==> config.mk <==
export PLATFORM = sky130hd
export DESIGN_NAME = uart_rx
export DESIGN_NICKNAME = d
export VERILOG_FILES = /design/src/rtl/uart_rx.sv
export SDC_FILE = /design/constraint.sdc
export NUM_CORES = 1
export LEC_CHECK = 0
export ABC_AREA = 1
export BUFFER_PORTS_ARGS = -buffer_cell sky130_fd_sc_hd__clkbuf_2
export CAP_MARGIN = 20
export CORE_MARGIN = 3
export CORE_UTILIZATION = 60
export DETAILED_ROUTE_END_ITERATION = 8
export PLACE_DENSITY_LB_ADDON = 0.2
export SLEW_MARGIN = 20
export SYNTH_ARGS = -nofsm -noshare
export SYNTH_HDL_FRONTEND = slang
export SYNTH_SLANG_ARGS = --single-unit
export TNS_END_PERCENT = 20
==> constraint.sdc <==
create_clock -name clk -period 4.8 [get_ports clk]
set_input_delay 0.48 -clock clk [delete_from_list [all_inputs] [get_ports clk]]
set_output_delay 0.48 -clock clk [all_outputs]
set_load 0.02 [all_outputs]
==> src/rtl/uart_rx.sv <==
// uart_rx - 8N1 asynchronous serial receiver with 16x oversampling.
//
// Frame: one start bit (low), 8 data bits LSB first, one stop bit (high),
// line idles high. Each bit is resolved by a 3-sample majority vote taken
// at oversample ticks 7, 8 and 9 of the bit period.
//
// Ports:
//   clk        - system clock
//   rst_n      - asynchronous active-low reset
//   rx_pin     - serial line, asynchronous to clk, idle high
//   data       - received byte, stable while valid=1
//   valid      - holding register contains an unconsumed byte
//   ready      - consumer takes the byte when valid & ready at a clk edge
//   frame_err  - one-cycle pulse: stop bit sampled low, byte discarded
//   overrun    - one-cycle pulse: new byte dropped, holding register full
//   parity_err - one-cycle pulse: even-parity mismatch (0 when disabled)
//   busy       - receiver is not in IDLE
//
// Build option: define UART_RX_PARITY_EN to insert an even-parity bit
// between the data bits and the stop bit.

module uart_rx #(
    parameter int BAUD_DIV   = 13,
    parameter int OVERSAMPLE = 16
) (
    input  logic       clk,
    input  logic       rst_n,
    input  logic       rx_pin,
    output logic [7:0] data,
    output logic       valid,
    input  logic       ready,
    output logic       frame_err,
    output logic       overrun,
    output logic       parity_err,
    output logic       busy
);

    typedef enum logic [2:0] {
        S_IDLE,
        S_START,
        S_DATA,
        S_PARITY,
        S_STOP
    } state_t;

    state_t     state, state_nx;
    logic       rx_m, rx_s;
    logic [7:0] div_cnt;
    logic [3:0] s_cnt;
    logic [2:0] bit_idx;
    logic [7:0] shreg;
    logic       smp7, smp8;
    logic       tick, mid, wrap, maj;
    logic       byte_done, stop_bad;

    // Two-flop synchronizer, preset high so reset looks like an idle line.
    always_ff @(posedge clk or negedge rst_n) begin
        if (!rst_n) begin
            rx_m <= 1'b1;
            rx_s <= 1'b1;
        end else begin
            rx_m <= rx_pin;
            rx_s <= rx_m;
        end
    end

    assign tick = (state != S_IDLE) && (div_cnt == 8'(BAUD_DIV - 1));
    assign mid  = tick && (s_cnt == 4'd9);
    assign wrap = tick && (s_cnt == 4'(OVERSAMPLE - 1));
    // Third vote is the live sample at tick 9.
    assign maj  = (smp7 & smp8) | (smp7 & rx_s) | (smp8 & rx_s);
    assign busy = (state != S_IDLE);

    always_ff @(posedge clk or negedge rst_n) begin
        if (!rst_n) state <= S_IDLE;
        else        state <= state_nx;
    end

    always_comb begin
        state_nx  = state;
        byte_done = 1'b0;
        stop_bad  = 1'b0;
        case (state)
            S_IDLE: begin
                if (!rx_s) state_nx = S_START;
            end
            S_START: begin
                if (mid && maj)  state_nx = S_IDLE;
                else if (wrap)   state_nx = S_DATA;
            end
            S_DATA: begin
                if (wrap && bit_idx == 3'd7) begin
`ifdef UART_RX_PARITY_EN
                    state_nx = S_PARITY;
`else
                    state_nx = S_STOP;
`endif
                end
            end
            S_PARITY: begin
                if (wrap) state_nx = S_STOP;
            end
            S_STOP: begin
                // Leave at mid-stop so a slightly fast transmitter's next
                // start bit is not missed.
                if (mid) begin
                    state_nx  = S_IDLE;
                    byte_done = maj;
                    stop_bad  = !maj;
                end
            end
            default: state_nx = S_IDLE;
        endcase
    end

    // Oversample timing and bit assembly.
    always_ff @(posedge clk or negedge rst_n) begin
        if (!rst_n) begin
            div_cnt <= '0;
            s_cnt   <= '0;
            bit_idx <= '0;
            shreg   <= '0;
            smp7    <= 1'b1;
            smp8    <= 1'b1;
        end else begin
            if (state == S_IDLE) begin
                div_cnt <= '0;
                s_cnt   <= '0;
            end else if (tick) begin
                div_cnt <= '0;
                s_cnt   <= (s_cnt == 4'(OVERSAMPLE - 1)) ? 4'd0 : s_cnt + 4'd1;
            end else begin
                div_cnt <= div_cnt + 8'd1;
            end

            if (tick && s_cnt == 4'd7) smp7 <= rx_s;
            if (tick && s_cnt == 4'd8) smp8 <= rx_s;

            if (state == S_START)
                bit_idx <= '0;
            else if (state == S_DATA && wrap)
                bit_idx <= bit_idx + 3'd1;

            if (state == S_DATA && mid)
                shreg <= {maj, shreg[7:1]};
        end
    end

    // Holding register and status pulses; all visible the cycle after
    // the stop-bit decision.
    always_ff @(posedge clk or negedge rst_n) begin
        if (!rst_n) begin
            data      <= '0;
            valid     <= 1'b0;
            frame_err <= 1'b0;
            overrun   <= 1'b0;
        end else begin
            frame_err <= stop_bad;
            overrun   <= byte_done && valid && !ready;
            if (byte_done) begin
                if (!valid || ready) begin
                    data  <= shreg;
                    valid <= 1'b1;
                end
            end else if (valid && ready) begin
                valid <= 1'b0;
            end
        end
    end

`ifdef UART_RX_PARITY_EN
    logic par_bit;

    always_ff @(posedge clk or negedge rst_n) begin
        if (!rst_n) begin
            par_bit    <= 1'b0;
            parity_err <= 1'b0;
        end else begin
            if (state == S_PARITY && mid) par_bit <= maj;
            parity_err <= byte_done && ((^shreg) ^ par_bit);
        end
    end
`else
    assign parity_err = 1'b0;
`endif

endmodule

==> summary.txt <==
Setup path
  • Kind of cell adding the most delay to the critical path: simple AND/OR/NAND/NOR gates
  • Reg2Reg Depth: 9
  • Slowest CP cell: dfrtp_1
  • CP Capture Type: flop
  • Crit-path max FO: 17
  • End of the worst register-to-register path: data[7]
  • Sequence of cells on the critical path: inv_1, ha_1, nand3_2, nor2_4, nand3_4, clkinv_2, nand4_4, nand2_1, o21ai_2
  • Critical Path Start Type: flop
  • Worst reg2reg startpoint: div_cnt[0]
  • Crit path arrival time: a little over 2000 ps
  • R2R setup slack: ~3000 ps
  • WP buf/inv: 2
  • CP max stage delay: 440 ps
  • Worst EP required: just over 5000 ps
  • Crit Path Class: reg2reg

Cells and area
  • Ant diodes: 0
  • Area delta synth->final: 9.81%
  • Fill cell count: 242
  • Register area: ~1000 µm²
  • Area taken by multi-input logic gates: between 700 and 800 µm²
  • Layout cell share with drive strength beyond 1: between 10% and 20%
  • Number of nets in the layout: between 200 and 250

GRT
  • Gr ovfl total: 0
  • Global Route Usage Sum: between 20% and 30%
  • Vias in the first global route: between 1k and 1.5k
  • Initial antenna violation count: 0
  • Largest net degree at the start of global routing: 42
  • First-pass GRT wire length: ~6.4 mm

Yosys
  • Post-synthesis instance total: 211
  • Flops & latches, synth: 41
  • Top-count cell post-synth: nand2_1
  • Synth top area cells: dfrtp_1 47%, nand2_1 9.4%, inv_1 5.8%
  • Top FF cell, synth: dfrtp_1
  • Avg Cell Area, Syn: 9.25 µm²
  • Post-synth top cells: 49 x nand2_1, 37 x dfrtp_1, 30 x inv_1
  • Netlist cell types: 32
  • Post-synth top area share: roughly 47%
  • Synth warnings: 0
  • Synthesized net count: 222
  • Yosys top cell by area: dfrtp_1
  • Ys async rst share: 100%
  • Synth Cell Area: around 2000 µm²
  • Register area share after synthesis: ~53%
  • Number of synthesized flops with an enable pin: 0

STA
  • Max Freq: 558 MHz
  • Tcrit/Tclk final: a little under two fifths
  • Worst rel slew slack: 40.6%
  • Slew Viols, Final: 0
  • Final hold violation count: 0
  • Least-Margin Pin Slew: 892 ps
  • Setup TNS Final: 0 ps
  • RSZ-0062 raised after global routing: false
  • Final setup viols: 0
  • Final worst slack: ~3000 ps
  • Crit path time final: 1790 ps
  • Hold WS: about 210 ps
  • Clk_skew: approximately 8.2 ps

Drt
  • Via count: around 1.4k
  • Via/cell ratio: about 5.2
  • Drt pass-1 iters: 4
  • DRT iter0 DRCs: between 60 and 70
  • Final WL: about 3.5 mm
  • DRC: 0
  • WL/cell: around 13 µm
  • DRT antenna net count: 0

Floorplan
  • Initial Util: a little under two thirds
  • Core ar.: about 3000 µm²
  • Die span in x: ~63 µm
  • I/O pins: 17
  • DIE AREA: roughly 4000 µm²
  • Die height: 63.0 µm
  • Std-Cell Rows: 20

Clock tree
  • Cts bufs inserted: 5
  • Root buf cell: clkbuf_4
  • Clk buf depth: 2
  • Hold Buf Count CTS: 0
  • Clock transition at path regs: approximately 110 ps
  • H-tree depth: 2
  • Post-CTS sizing: 0
  • # clock sinks: 41
  • Postcts setup bufs: 0
  • CTS tree: built
  • Worst skew pair latency: 350 ps

Run
  • Max cap viols: 0

Place
  • Pre-CTS WS: about 3000 ps
  • Routability Congestion: ~0.84
  • PortBufs: 15
  • Hpwl dp: about 2.5 mm

Hold path
  • Hold Crit Depth: 1
  • Hold endpoint: rx_m
  • Min-delay src: rx_pin
  • Worst hold path class: in2reg

Power
  • Power, Total: between 0.0005 and 0.0006 W
  • Power density over the cells: 275 nW/µm²
  • Max VDD drop: 0.216 mV
  • Leakage: about 1.1 nW

Run status
  • Status: complete, no violations
-- cells by family after synthesis --
kind of cell               after synthesis  share of synthesized area, %
other                                    1                         0.192
adders and majority gates                7                          4.49
AOI/OAI and AO/OA                       28                          9.10
DFF                                     41                          52.8
xor gates and xnor gates                 3                          1.35
and+or+nand+nor                         96                          24.6
buffers and inverters                   35                          7.44
-- flip-flops by register name, indices dropped and copies added, names as in the netlist --
name / flops
bit_idx: 3
data: 8
div_cnt: 8
frame_err: 1
overrun: 1
rx_m: 1
rx_s: 1
s_cnt: 4
shreg: 8
smp7: 1
smp8: 1
state: 3
valid: 1
-- layout make-up --
type / instances / area share [%]
clock buffer: 7 / 2.57
clock inverter: 1 / 1.40
inverter: 32 / 5.66
multi-input combinational: 135 / 36.2
sequential: 41 / 48.1
tap: 44 / 2.57
timing repair buffer: 15 / 3.50
-- per-layer routing --
layer,share of wire (%),global-route usage (%),up-vias
li1,-,-,708
met1,45,27.0,683
met2,49,32.5,29
met3,3.2,5.58,11
met4,2.9,10.2,0
met5,0,0,-
-- metrics by stage --
stage / std cells / util [%] / instance area, µm²
5_1_grt: 275 / 69.6 / 2140
4_1_cts: 275 / 69.6 / 2140
3_3_place_gp: 267 / 66.9 / 2060
3_5_place_dp: 267 / 66.9 / 2060
6_report: 275 / 69.6 / 2140
2_1_floorplan: 211 / - / 1950
-- worst max path at each step --
stage | to | slack, ps | depth (start not counted) | from
finish | data[7] | 3010 | 9 | div_cnt[0]
global route | data[7] | 2840 | 9 | div_cnt[0]
CTS | data[7] | 2980 | 9 | div_cnt[0]
detailed placement | data[7] | 3010 | 9 | div_cnt[0]
global placement | data[4] | 3100 | 9 | div_cnt[0]
floorplan | data[6] | 3250 | 10 | div_cnt[0]
-- layout by cell type, fill, tap and decap left out, types with 3 or more instances in the layout --
cell,instances
nand2_1,49
dfrtp_1,37
inv_1,30
nor2_1,14
o21ai_0,14
clkbuf_2,14
o21ai_2,8
nor3_1,7
ha_1,7
nand3_1,6
clkbuf_4,5
nand4_1,4
dfstp_2,4
nand3_2,3
a21oi_1,3
nor3b_1,3
-- where the power goes --
group | internal, W | leakage, nW | switching [W]
Clock | 0.000124 | 0.0455 | 0.000108
Sequential | 0.000347 | 0.534 | 0.000000716
Combinational | 0.000000991 | 0.483 | 0.00000758
Total | 0.000472 | 1.06 | 0.000117
Power figures use the tool's default switching activity.
